--- src/rtl/connect4_pkg.sv ---
// Shared Connect4 encodings: game FSM state, game status, LED display FSM state.
package connect4_pkg;

  typedef enum logic [1:0] {
    GAME_INIT = 2'b00,
    P1_TURN   = 2'b01,
    P2_TURN   = 2'b10,
    END_GAME  = 2'b11
  } game_state_e;

  typedef enum logic [1:0] {
    STILL_PLAYING = 2'b00,
    P1_WINS       = 2'b01,
    P2_WINS       = 2'b10,
    TIE           = 2'b11
  } game_status_e;

  typedef enum logic [1:0] {
    D_IDLE  = 2'b00,
    D_TURN  = 2'b01,
    D_SWEEP = 2'b10,
    D_BLINK = 2'b11
  } disp_state_e;

  // Snapshot of the controller outputs that select the display mode.
  typedef struct packed {
    game_state_e  state;
    game_status_e status;
  } game_in_t;

  // Display mode selected by a controller snapshot; a win passes through the sweep only when enabled.
  function automatic disp_state_e decode_mode(input game_in_t in, input logic sweep_en);
    disp_state_e mode;
    mode = D_IDLE;
    case (in.state)
      GAME_INIT: mode = D_IDLE;
      P1_TURN,
      P2_TURN:   mode = D_TURN;
      default: begin
        case (in.status)
          P1_WINS,
          P2_WINS: mode = sweep_en ? D_SWEEP : D_BLINK;
          TIE:     mode = D_BLINK;
          default: mode = D_IDLE;  // END_GAME with no result stays dark
        endcase
      end
    endcase
    return mode;
  endfunction

endpackage

--- src/rtl/tick_divider.sv ---
// Free-running 0..DIV-1 prescaler; tick is high while the count sits at DIV-1.
module tick_divider #(
  parameter int unsigned DIV = 2
) (
  input  logic clk,
  input  logic reset,
  input  logic clear,
  output logic tick
);

  localparam int unsigned CW = (DIV > 1) ? $clog2(DIV) : 1;

  logic [CW-1:0] count_q;

  assign tick = (count_q == CW'(DIV - 1));

  // Count up, wrap after DIV-1, restart from zero on clear.
  always_ff @(posedge clk or posedge reset) begin
    if (reset) begin
      count_q <= '0;
    end else if (clear || tick) begin
      count_q <= '0;
    end else begin
      count_q <= count_q + CW'(1);
    end
  end

endmodule

--- src/rtl/game_status_leds.sv ---
// LED status bar driven by the Connect4 controller: turn marker, blinking
// winner/tie indication and, with GAME_STATUS_SWEEP_EN defined, a victory
// sweep ahead of the winner blink. All outputs are registered.
module game_status_leds
  import connect4_pkg::*;
#(
  parameter int unsigned NUM_LEDS  = 8,
  parameter int unsigned BLINK_DIV = 25_000_000,
  parameter int unsigned SWEEP_DIV = 6_250_000
) (
  input  logic                clk,
  input  logic                reset,
  input  logic [1:0]          state,
  input  logic [1:0]          game_status,
  output logic [NUM_LEDS-1:0] LEDs
);

  localparam int unsigned P1_IDX = NUM_LEDS / 2 - 1;
  localparam int unsigned P2_IDX = NUM_LEDS / 2;

`ifdef GAME_STATUS_SWEEP_EN
  localparam logic SWEEP_EN = 1'b1;
  localparam int unsigned PW = $clog2(NUM_LEDS);
`else
  // SWEEP_DIV has no effect in this build.
  localparam logic SWEEP_EN = 1'b0 && (SWEEP_DIV >= 1);
`endif

  game_in_t              live_c;
  game_in_t              stored_q;
  logic                  mode_entry_c;
  disp_state_e           disp_q, disp_d;
  logic                  phase_q, phase_d;
  logic [NUM_LEDS-1:0]   leds_d;
  logic [NUM_LEDS-1:0]   blink_target_c;
  logic                  blink_tick;
  logic                  blink_clear_c;

  assign live_c       = '{state: game_state_e'(state), status: game_status_e'(game_status)};
  assign mode_entry_c = (live_c != stored_q);

  // Blink prescaler runs only while blinking; held at zero otherwise.
  assign blink_clear_c = mode_entry_c || (disp_q != D_BLINK);

  tick_divider #(.DIV(BLINK_DIV)) u_blink_div (
    .clk   (clk),
    .reset (reset),
    .clear (blink_clear_c),
    .tick  (blink_tick)
  );

`ifdef GAME_STATUS_SWEEP_EN
  logic [PW-1:0] pos_q, pos_d;
  logic [PW-1:0] sweep_last_c;
  logic          sweep_tick;
  logic          sweep_clear_c;

  assign sweep_clear_c = mode_entry_c || (disp_q != D_SWEEP);

  tick_divider #(.DIV(SWEEP_DIV)) u_sweep_div (
    .clk   (clk),
    .reset (reset),
    .clear (sweep_clear_c),
    .tick  (sweep_tick)
  );

  // P1 sweeps down toward LED 0, P2 sweeps up toward the top LED.
  assign sweep_last_c = (live_c.status == P1_WINS) ? '0 : PW'(NUM_LEDS - 1);
`endif

  // LED(s) lit during the ON half of the blink.
  always_comb begin
    blink_target_c = '0;
    case (live_c.status)
      P1_WINS: blink_target_c = NUM_LEDS'(1);
      P2_WINS: blink_target_c = NUM_LEDS'(1) << (NUM_LEDS - 1);
      TIE:     blink_target_c = '1;
      default: blink_target_c = '0;
    endcase
  end

  // Next display state, blink phase, sweep position and LED pattern.
  always_comb begin
    disp_d  = disp_q;
    phase_d = phase_q;
    leds_d  = '0;
`ifdef GAME_STATUS_SWEEP_EN
    pos_d   = pos_q;
`endif

    if (mode_entry_c) begin
      disp_d  = decode_mode(live_c, SWEEP_EN);
      phase_d = 1'b1;
`ifdef GAME_STATUS_SWEEP_EN
      pos_d   = (live_c.status == P1_WINS) ? PW'(NUM_LEDS - 1) : '0;
`endif
    end else begin
      case (disp_q)
`ifdef GAME_STATUS_SWEEP_EN
        D_SWEEP: begin
          if (sweep_tick) begin
            if (pos_q == sweep_last_c) begin
              disp_d  = D_BLINK;
              phase_d = 1'b1;
            end else if (live_c.status == P1_WINS) begin
              pos_d = pos_q - PW'(1);
            end else begin
              pos_d = pos_q + PW'(1);
            end
          end
        end
`endif
        D_BLINK: begin
          if (blink_tick) begin
            phase_d = ~phase_q;
          end
        end
        default: ;
      endcase
    end

    case (disp_d)
      D_TURN: begin
        if (live_c.state == P1_TURN) begin
          leds_d = NUM_LEDS'(1) << P1_IDX;
        end else begin
          leds_d = NUM_LEDS'(1) << P2_IDX;
        end
      end
`ifdef GAME_STATUS_SWEEP_EN
      D_SWEEP: leds_d = NUM_LEDS'(1) << pos_d;
`endif
      D_BLINK: leds_d = phase_d ? blink_target_c : '0;
      default: leds_d = '0;
    endcase
  end

  // State, input snapshot and LED output registers.
  always_ff @(posedge clk or posedge reset) begin
    if (reset) begin
      stored_q <= '{state: GAME_INIT, status: STILL_PLAYING};
      disp_q   <= D_IDLE;
      phase_q  <= 1'b1;
      LEDs     <= '0;
`ifdef GAME_STATUS_SWEEP_EN
      pos_q    <= '0;
`endif
    end else begin
      stored_q <= live_c;
      disp_q   <= disp_d;
      phase_q  <= phase_d;
      LEDs     <= leds_d;
`ifdef GAME_STATUS_SWEEP_EN
      pos_q    <= pos_d;
`endif
    end
  end

endmodule

--- config.mk ---
export PLATFORM = sky130hd
export DESIGN_NAME = game_status_leds
export DESIGN_NICKNAME = d
export VERILOG_FILES = /design/src/rtl/connect4_pkg.sv /design/src/rtl/tick_divider.sv /design/src/rtl/game_status_leds.sv
export SDC_FILE = /design/constraint.sdc
export NUM_CORES = 1
export LEC_CHECK = 0
export ABC_AREA = 1
export ABC_CLOCK_PERIOD_IN_PS = 2420
export BUFFER_PORTS_ARGS = -buffer_cell sky130_fd_sc_hd__buf_2
export CORE_MARGIN = 2
export CORE_UTILIZATION = 54
export DETAILED_ROUTE_END_ITERATION = 12
export PLACE_DENSITY_LB_ADDON = 0.15
export SKIP_CTS_REPAIR_TIMING = 1
export SLEW_MARGIN = 15
export SYNTH_ARGS = -nofsm -noshare
export SYNTH_HDL_FRONTEND = slang
export SYNTH_HIERARCHICAL = 1
export SYNTH_SLANG_ARGS = --single-unit
--- constraint.sdc ---
create_clock -name clk -period 2.42 [get_ports clk]
set_input_delay 0.605 -clock clk [delete_from_list [all_inputs] [get_ports clk]]
set_output_delay 0.605 -clock clk [all_outputs]
set_load 0.02 [all_outputs]
==> results.md <==
- Switching share of power: 25.2%
- Cell Pwr Density: 480 mW/mm^2
- Register bit total from synthesis: 37
- CP Max Fanout: 5
- CTS Buf Count: 5
- Synth Cell Area: 0.00223 mm^2
- Worst-skew pair later-pin latency: 0.29 ns
- CP cell instances: ha_1 -> nand2_2 -> inv_1 -> nand3_1 -> nor2_1 -> nand3_1 -> nand2_1 -> nand2_1 -> nand3_2 -> nand2_1 -> inv_1 -> nand3_2 -> nand2_1
- GRT overflow: 0
- Critical path's top delay family: simple AND/OR/NAND/NOR gates
- Crit end category: flip-flop
- CTS H-Tree Depth: 2
- Area of the multi-input gates: 0.00112 mm^2
- Max_cap viols: 0
- Slowest-stage cell, CP: dfrtp_1
- Rows: 23
- Die X: 68.3 um
- All-Layer GR Usage: 21.9%
- Mean Syn Cell Area: 7.65 um^2
- Iteration-0 DRC Markers: 99
- Clock skew: 0.0105 ns
- Fin Setup TNS: 0 ns
- DP HPWL: 3320 um
- # setup viols final: 0
- Crit-path most repeated cell: nand2_1
- NumNets Final: 317
- Crit path time final: 1.89 ns
- Initial antenna violation count: 0
- Final Max Tran Viols: 0
- Clk pwr share: 36.4%
- Syn nets: 301
- Logic pwr share: 8.0%
- Largest net degree at the start of global routing: 26
- Clk root buf: clkbuf_8
- Crit path required time: 2.64 ns
- Diode count: 0
- Register area share after synthesis: 41.5%
- Critical path class: reg2reg
- Area Growth Syn to Fin: 6.94%
- Vias in the first global route: 1704
- Drt drc: 0
- Total of warnings raised by yosys: 6
- PnR worst setup slack: 0.526 ns
- Synth unique cells: 25
- Routed len/inst: 12.0 um
- Antenna Nets Post-Route: 0
- TritonCTS clock tree: built
- Clock sinks: 37
- Min-delay worst type: in2async
- Worst-path clk slew: 0.08 ns
- First-pass detailed-route iteration total: 4
- Final-report hold violation count: 0
- Placer congestion estimate: 0.904
- Die Ht: 68.3 um
- Unrepaired setup endpoints after global routing: false
- Lkg Pwr: 1.05 nW
- Initial Util: 55.9%
- First-pass GRT wire length: 7500 um
- IO Pins: 14
- Fin cells: 359
- Outcome: finished, final reports clean
- Via count: 1760
- Layout cells sized above 1: 23.0%
- Worst slew pin tran: 0.460 ns
- Net Sw Power: 289 uW
- Fillers: 400
- Placed cell count: 351
- Worst Path Arrival: 2.12 ns
- Register area: 927 um^2
- Internal power: 858 uW
- Crit share post-route: 78.3%
- Vias per Instance: 4.90
- Drt total wl: 4310 um
- Worst hold margin: 0.323 ns
- Gate Count Post-Synth: 292
- Setup Slack @ Placement: 0.515 ns
- Fmax: 528 MHz
- Worst path max stage delay: 0.45 ns
- Peak supply drop: 314 uV
- Max transition margin: 69.3%
- Max clock buf depth: 2
- Seq pwr share: 55.6%
- Placeable Area: 0.00400 mm^2
- Setup crit start kind: flip-flop
- Crit path buf inv count: 2
- Port bufs: 13
- Die area: 0.00467 mm^2
placed cells by master (no fill, tap or decap):
cell,n
a21oi_1,1
buf_2,13
buf_4,1
clkbuf_1,1
clkbuf_8,5
clkinv_2,2
dfrtp_1,36
dfstp_2,1
ha_1,3
inv_1,28
inv_2,4
nand2_1,83
nand2_2,10
nand2_4,3
nand3_1,18
nand3_2,4
nand3b_1,1
nand4_1,2
nor2_1,44
nor2_2,26
nor2_4,1
nor2_8,1
nor3_1,1
nor4_1,1
o21ai_0,3
o21bai_1,1
xnor2_1,7
xor2_1,8
final cells by class:
cell class / count / area share, %
multi-input cells: 218 / 47.1
flip-flops and latches: 37 / 38.8
inverters: 32 / 5.03
clock buffers: 6 / 3.04
repair buffers: 14 / 3.04
well taps: 50 / 2.62
clock inverters: 2 / 0.419
Yosys cell counts:
library cell | number | area share (%)
nand2_1 | 83 | 14
nor2_1 | 44 | 7.4
dfrtp_1 | 36 | 40
inv_1 | 28 | 4.7
nor2_2 | 26 | 7.3
nand3_1 | 18 | 4.0
nand2_2 | 10 | 2.8
xor2_1 | 8 | 3.1
xnor2_1 | 7 | 2.7
inv_2 | 4 | 0.67
nand3_2 | 4 | 1.8
buf_4 | 3 | 1.0
ha_1 | 3 | 1.7
nand2_4 | 3 | 1.5
o21ai_0 | 3 | 0.67
buf_12 | 2 | 1.8
nand4_1 | 2 | 0.56
a21oi_1 | 1 | 0.22
dfstp_2 | 1 | 1.2
nand3b_1 | 1 | 0.34
nor2_4 | 1 | 0.50
nor2_8 | 1 | 0.90
nor3_1 | 1 | 0.22
nor4_1 | 1 | 0.28
o21bai_1 | 1 | 0.34
registers in the layout, summed over array words and instances, names as in the netlist:
name,flops
u_blink_div/count_q,25
disp_q,2
stored_q,4
phase_q,1
LEDs,5
routing by layer:
metal | up-vias | GRT usage, % | share of wire (%)
li1 | 912 | - | -
met2 | 36 | 38.2 | 50
met1 | 804 | 26.2 | 44
met4 | 0 | 7.25 | 1.8
met3 | 8 | 5.59 | 3.7
met5 | - | 0 | 0
final timing paths:
path	cells past startpoint	to	slack, ns	start
setup reg to reg	13	LEDs[3]	0.53	u_blink_div/count_q[0]
setup / recovery	13	LEDs[3]	0.53	u_blink_div/count_q[0]
max in group asynchronous	2	phase_q	1.76	reset
hold / removal	2	stored_q[0]	0.32	reset
hold reg to reg	1	u_blink_div/count_q[0]	0.55	u_blink_div/count_q[0]
min in group clk	1	stored_q[3]	0.48	state[1]
power groups by stage:
stage | Sequential, mW | Combinational [mW] | Clock, mW
3_3_place_gp | 0.650 | 0.0918 | 0
6_report | 0.638 | 0.0913 | 0.417
3_5_place_dp | 0.650 | 0.0938 | 0
5_1_grt | 0.640 | 0.105 | 0.453
2_1_floorplan | 0.656 | 0.0630 | 0
4_1_cts | 0.638 | 0.0940 | 0.430
metrics by stage:
stage               util (%)  area [um^2]  total power, mW
floorplan                  -         2230            0.719
global placement        57.7         2310            0.741
detailed placement      57.7         2310            0.744
CTS                     59.7         2390             1.16
global route            59.7         2390             1.20
finish                  59.7         2390             1.15
worst reg2reg max path: stages, from the launching register on:
cell	delay, ns
dfrtp_1	0.45
ha_1	0.29
nand2_2	0.11
inv_1	0.12
nand3_1	0.08
nor2_1	0.16
nand3_1	0.10
nand2_1	0.07
nand2_1	0.06
nand3_2	0.11
nand2_1	0.06
inv_1	0.06
nand3_2	0.09
nand2_1	0.08
logic make-up after synthesis:
family | Yosys count | share of synthesized area, %
XOR/XNOR | 15 | 5.88
adder cells (fa/ha/maj) | 3 | 1.68
AO/OA/AOI/OAI | 5 | 1.23
AND/OR/NAND/NOR | 195 | 41.5
buffers and inverters | 37 | 8.17
flip-flops | 37 | 41.5
(Power assumes the default switching activity.)
